===== src/rtl/ad_ip_jesd204_tpl_adc_capture.sv =====
// Length-bounded ADC capture engine: arms on transport sync and buffers
// formatted beats in a small FIFO. The FIFO drains onto an AXI-stream
// master, and the final beat of a capture is tagged with m_axis_last.
module ad_ip_jesd204_tpl_adc_capture #(
  parameter int NUM_CHANNELS    = 1,
  parameter int BITS_PER_SAMPLE = 16,
  parameter int DATA_PATH_WIDTH = 1,
  parameter int FIFO_ADDR_WIDTH = 4,
  localparam int unsigned DMA_DATA_WIDTH = NUM_CHANNELS * DATA_PATH_WIDTH * BITS_PER_SAMPLE
) (
  input  logic                      clk,
  input  logic                      resetn,
  input  logic [NUM_CHANNELS-1:0]   adc_valid,
  input  logic [DMA_DATA_WIDTH-1:0] adc_data,
  input  logic                      adc_sync_status,
  input  logic                      capture_start,
  input  logic                      capture_abort,
  input  logic [31:0]               capture_length,
  output logic                      m_axis_valid,
  input  logic                      m_axis_ready,
  output logic [DMA_DATA_WIDTH-1:0] m_axis_data,
  output logic                      m_axis_last,
  output logic                      capture_busy,
  output logic                      capture_overflow
);

  localparam int unsigned AW      = FIFO_ADDR_WIDTH;
  localparam int unsigned CW      = FIFO_ADDR_WIDTH + 1;
  localparam int unsigned DEPTH   = 1 << FIFO_ADDR_WIDTH;
  localparam int unsigned ENTRY_W = DMA_DATA_WIDTH + 1;

  typedef enum logic [1:0] {
    IDLE    = 2'd0,
    ARMED   = 2'd1,
    CAPTURE = 2'd2,
    DRAIN   = 2'd3
  } state_t;

  state_t              state_q, state_d;
  logic [31:0]         len_q, len_d;
  logic [31:0]         beat_cnt_q, beat_cnt_d;
  logic                ovf_d;
  logic [AW-1:0]       wr_ptr_q, wr_ptr_d;
  logic [AW-1:0]       rd_ptr_q, rd_ptr_d;
  logic [CW-1:0]       count_q, count_d;
  logic [ENTRY_W-1:0]  mem [DEPTH];
  logic [ENTRY_W-1:0]  head_d;
  logic                beat, wr_last, wr_en, rd_en, full, flush;

  // Only channel 0 qualifies beats; the other valid bits are intentionally ignored.
  logic unused_valid_c;
  assign unused_valid_c = ^adc_valid;

  // Next-state, beat accounting and FIFO pointer arithmetic.
  always_comb begin
    state_d    = state_q;
    len_d      = len_q;
    beat_cnt_d = beat_cnt_q;
    ovf_d      = capture_overflow;
    beat       = 1'b0;
    wr_last    = 1'b0;
    flush      = 1'b0;
    rd_en      = m_axis_valid && m_axis_ready;
    full       = (count_q == CW'(DEPTH));

    case (state_q)
      IDLE: begin
        if (capture_start && (capture_length != 32'd0)) begin
          ovf_d      = 1'b0;
          beat_cnt_d = 32'd0;
          len_d      = capture_length;
          state_d    = adc_sync_status ? ARMED : CAPTURE;
        end
      end
      ARMED: begin
        if (!adc_sync_status) state_d = CAPTURE;
      end
      CAPTURE: begin
        if (adc_valid[0]) begin
          beat       = 1'b1;
          wr_last    = (beat_cnt_q == (len_q - 32'd1));
          beat_cnt_d = beat_cnt_q + 32'd1;
          if (full && !rd_en) ovf_d = 1'b1;
          if (wr_last) state_d = DRAIN;
        end
      end
      DRAIN: begin
        if (count_q == CW'(0)) state_d = IDLE;
      end
      default: state_d = IDLE;
    endcase

    // Abort wins over everything except reset; overflow history is kept.
    if (capture_abort) begin
      state_d    = IDLE;
      flush      = 1'b1;
      beat       = 1'b0;
      beat_cnt_d = beat_cnt_q;
      ovf_d      = capture_overflow;
    end

    wr_en = beat && !(full && !rd_en);

    if (flush) begin
      wr_ptr_d = '0;
      rd_ptr_d = '0;
      count_d  = '0;
    end else begin
      wr_ptr_d = wr_ptr_q + AW'(wr_en);
      rd_ptr_d = rd_ptr_q + AW'(rd_en);
      count_d  = count_q + CW'(wr_en) - CW'(rd_en);
    end

    // New head: bypass the incoming beat when it lands at the next read slot.
    if (wr_en && (rd_ptr_d == wr_ptr_q)) head_d = {adc_data, wr_last};
    else                                 head_d = mem[rd_ptr_d];
  end

  // Control and status registers.
  always_ff @(posedge clk) begin
    if (!resetn) begin
      state_q          <= IDLE;
      len_q            <= 32'd0;
      beat_cnt_q       <= 32'd0;
      wr_ptr_q         <= '0;
      rd_ptr_q         <= '0;
      count_q          <= '0;
      m_axis_valid     <= 1'b0;
      m_axis_last      <= 1'b0;
      capture_busy     <= 1'b0;
      capture_overflow <= 1'b0;
    end else begin
      state_q          <= state_d;
      len_q            <= len_d;
      beat_cnt_q       <= beat_cnt_d;
      wr_ptr_q         <= wr_ptr_d;
      rd_ptr_q         <= rd_ptr_d;
      count_q          <= count_d;
      m_axis_valid     <= (count_d != CW'(0));
      m_axis_last      <= (count_d != CW'(0)) ? head_d[0] : 1'b0;
      capture_busy     <= (state_d != IDLE);
      capture_overflow <= ovf_d;
    end
  end

  // FIFO storage and output data register; neither needs a reset value.
  always_ff @(posedge clk) begin
    if (wr_en) mem[wr_ptr_q] <= {adc_data, wr_last};
    if (count_d != CW'(0)) m_axis_data <= head_d[ENTRY_W-1:1];
  end

endmodule

===== config.mk =====
export PLATFORM = sky130hd
export DESIGN_NAME = ad_ip_jesd204_tpl_adc_capture
export DESIGN_NICKNAME = d
export VERILOG_FILES = /design/src/rtl/ad_ip_jesd204_tpl_adc_capture.sv
export SDC_FILE = /design/constraint.sdc
export NUM_CORES = 1
export LEC_CHECK = 0
export CORE_MARGIN = 2
export CORE_UTILIZATION = 50
export CTS_CLUSTER_SIZE = 16
export DETAILED_ROUTE_END_ITERATION = 7
export PLACE_DENSITY = 0.83
export SLEW_MARGIN = 25
export SYNTH_ARGS = -nofsm -noshare
export SYNTH_HDL_FRONTEND = slang
export SYNTH_SLANG_ARGS = --single-unit

===== constraint.sdc =====
create_clock -name clk -period 4.4 [get_ports clk]
set_input_delay 1.1 -clock clk [delete_from_list [all_inputs] [get_ports clk]]
set_output_delay 1.1 -clock clk [all_outputs]
set_load 0.01 [all_outputs]

==> impl_metrics.csv <==
group,metric,value,unit
synth,ys_top_cells_by_count,"edfxtp_1 (288), nand2_1 (261), dfxtp_1 (83)",
route,antenna_left,0,
timing,skew,10.3,ps
placed_design,gp_congestion,0.907,
global_route,grt_pass1_vias,11300,
route,drc,0,
worst_setup_path,endpoint_kind,"flop",
power_and_ir_drop,netSwitchingFraction,25.3,%
synth,synth.cell_area,0.0160,mm2
route,wl,41.0,mm
synth,synth_edf_count,288,
floorplanning,rows,65,
route,num_vias,11600,
synth,syn_nets,1421,
worst_setup_path,worstReg2RegEnd,"m_axis_data[0]",
worst_setup_path,reg2reg_slack,860,ps
floorplanning,initial_utilization,50.7,%
global_route,antenna_found_initial,1,
route,dr.pass1.iters,5,
synth,synth_top_cell_area_share,54.0,%
clocking,cts-buffers-inserted,39,
global_route,grt_overflow,0,
timing,setup_violations,0,
clocking,insertion_delay,540,ps
worst_setup_path,cp.arrival,4370,ps
synth,ys_async_sr_fraction,0,%
timing,final_max_slew_viol_count,0,
worst_setup_path,r2r_cells,17,
timing,timing.final.crit_period,4070,ps
synth,yosys.area.top_type,"edfxtp_1",
synth,ys.flop_type,"edfxtp_1",
worst_setup_path,r2r-start,"count_q[2]",
timing,tightest_slew,868,ps
worst_setup_path,slowest_stage,"clkdlybuf4s50_1",
global_route,top_usage_layer,"met2",
synth,ys_seq_elements,371,
timing,rsz0062_at_grt,"false",
worst_setup_path,worstPathMaxFanout,16,
worst_setup_path,crit_buf_inv,4,
worst_setup_path,crit_start,"m_axis_ready",
route,wl_per_cell,21.8,um
power_and_ir_drop,p_switching,2.19,mW
global_route,use_met3,4.27,%
synth,synth.area.top_cells,"edfxtp_1 (54%), dfxtp_1 (10%), nand2_1 (6.1%)",
synth,synthesis.instances,1353,
global_route,grt_max_degree,69,
finish,synthToLayoutAreaGrowth,18.3,%
power_and_ir_drop,ir_drop,352,uV
flow_run,drv_cap,0,
worst_setup_path,crit_chain,"clkdlybuf4s50_1 > and2_1 > and4b_1 > or3_1 > ha_1 > inv_1 > ha_1 > fa_1 > a21oi_1 > nor2_1 > nor2_1 > xnor2_1 > nand2_1 > nor4_1 > buf_4 > nor2_4 > buf_12",
finish,n_antenna_cell,0,
power_and_ir_drop,seq_power_share,46.5,%
clocking,root_buffer,"clkbuf_16",
synth,yosysMostFrequentCell,"edfxtp_1",
timing,fin_ws,325,ps
clocking,cts_tree,"built",
floorplanning,io_pins,75,
power_and_ir_drop,power_frac_comb,14.4,%
finish,drive_gt1_share,10.9,%
global_route,met2_usage,41.8,%
clocking,htree_levels,2,
clocking,cts_sinks,371,
global_route,grt_first_pass_wirelength,63.4,mm
timing,hold_violations,0,
floorplanning,die_area,0.0335,mm2
synth,synth-seq-area-share,64.4,%
power_and_ir_drop,power_per_cell_area,457,mW/mm2
power_and_ir_drop,internal-power,6.47,mW
timing,timing.final.crit_share,92.6,%
floorplanning,die_h,183,um
timing,whs,515,ps
placed_design,dp_cells,1810,
placed_design,portBuffers,74,
placed_design,dp_hpwl,25.4,mm
clocking,cts_buffer_depth,3,
floorplanning,core-area,0.0316,mm2
finish,final_core_util,60.0,%
route,drt_iter0_drc,1054,
floorplanning,die_w,183,um
worst_setup_path,path_class,"in2reg",
clocking,clkTransAtPathRegs,60,ps
worst_setup_path,slowest_delay,450,ps
finish,fin_cells,1881,
timing,clock.fmax,245,MHz
worst_setup_path,crit_family,"simple AND/OR/NAND/NOR gates",
timing,tns,0,ps
synth,syn_avg_cell_area,11.8,um2
synth,yosys_warnings,0,
worst_setup_path,worst-path-stages,17,
synth,synth_cell_type_count,61,
power_and_ir_drop,clkPwrFrac,39.1,%
global_route,gr-usage-all-layers,24.5,%
global_route,use_met1,31.1,%
worst_setup_path,cp-start-kind,"input port",
hold_path,hold_class,"reg2reg",
placed_design,pre_cts_ws,-624,ps
outcome,status,"finished, final reports clean",
route,vias_per_cell,6.15,
finish,nNetsFinal,1518,
power_and_ir_drop,cellLeakagePower,6.44,nW
worst_setup_path,critPathRequiredTime,4690,ps
worst_setup_path,cp-endpoint,"m_axis_data[0]",
timing,slew_headroom,40.7,%
power by group through the flow:
stage	Clock, mW	Combinational (mW)	Sequential (mW)
final	3.38	1.25	4.03
after global routing	3.57	1.34	4.03
after CTS	3.43	1.20	4.02
after detailed placement	0	1.18	4.09
after global placement	0	1.14	4.10
after floorplan	0	0.623	4.08
final cells by class:
cell class	count	area [um2]
clock inverter	22	283
tap	402	503
multi-input combinational	881	5420
timing repair buffer	137	1330
sequential	371	10300
clock buffer	48	1030
fill	2361	12600
inverter	20	75.1
logic make-up (layout without fill, tap and decap cells):
kind of cell / count (synthesis) / after routing / synth area share (%)
buf+inv: 101 / 227 / 2.39
simple gates: 524 / 524 / 15.2
fa+ha+maj: 13 / 13 / 1.06
xor+xnor: 80 / 80 / 4.38
flops: 371 / 371 / 64.4
mux: 34 / 34 / 2.13
compound gates: 230 / 230 / 10.5
repair_timing:
action / 4_1_cts / 5_1_grt
pin swaps: 0 / 1
setup endpoints to repair: 16 / 3
hold buffers: 0 / 0
setup buffers: 0 / 1
resized for setup: 1 / 0
metal layers:
metal | vias to the layer above | part of all wire, %
li1 | 5215 | -
met1 | 5618 | 38
met2 | 612 | 49
met3 | 112 | 9.0
met4 | 2 | 3.6
met5 | - | 0.032
how the worst min path moves through the flow:
| stage | startpoint | end | slack (ps) | cells after the start |
|---|---|---|---|---|
| global route | len_q[4] | len_q[4] | 550 | 2 |
| finish | len_q[4] | len_q[4] | 520 | 2 |
| CTS | len_q[4] | len_q[4] | 510 | 2 |
| detailed placement | len_q[30] | len_q[30] | 500 | 2 |
| global placement | len_q[30] | len_q[30] | 500 | 2 |
| floorplan | len_q[1] | len_q[1] | 460 | 2 |
per-stage QoR:
step	cell area, um2	total power [mW]
3_5_place_dp	17600	5.27
5_1_grt	18900	8.94
6_report	18900	8.67
4_1_cts	18900	8.65
3_3_place_gp	17600	5.24
2_1_floorplan	16000	4.70
placed cells by master (no fill, tap or decap), types with 7 or more instances in the layout:
master,count
edfxtp_1,288
nand2_1,261
dfxtp_1,83
clkdlybuf4s50_1,74
nor2_1,60
nand3_1,55
buf_4,54
a311oi_1,52
xnor2_1,44
clkbuf_16,39
xor2_1,36
mux2i_1,34
o22ai_1,34
a21boi_0,32
a211oi_1,21
nor4_1,21
inv_1,20
a31oi_1,20
a21oi_1,19
nand4_1,18
a21o_1,17
and2_1,13
nor2_2,13
nor3_1,13
ha_1,11
o21ai_0,10
or3_1,9
buf_12,9
nor2b_1,8
nor3_2,7
clkbuf_1,7
sequential cells by signal, summed over array words and instances, names as in the netlist:
name	flops
mem	272
beat_cnt_q	32
len_q	32
m_axis_data	16
count_q	5
rd_ptr_q	4
wr_ptr_q	4
state_q	2
capture_busy	1
capture_overflow	1
m_axis_last	1
m_axis_valid	1
worst min-delay path: stages, from the launching register on:
cell      delay (ps)
dfxtp_1          340
nand2_1           60
a21boi_0          70
(Power assumes the default switching activity.)
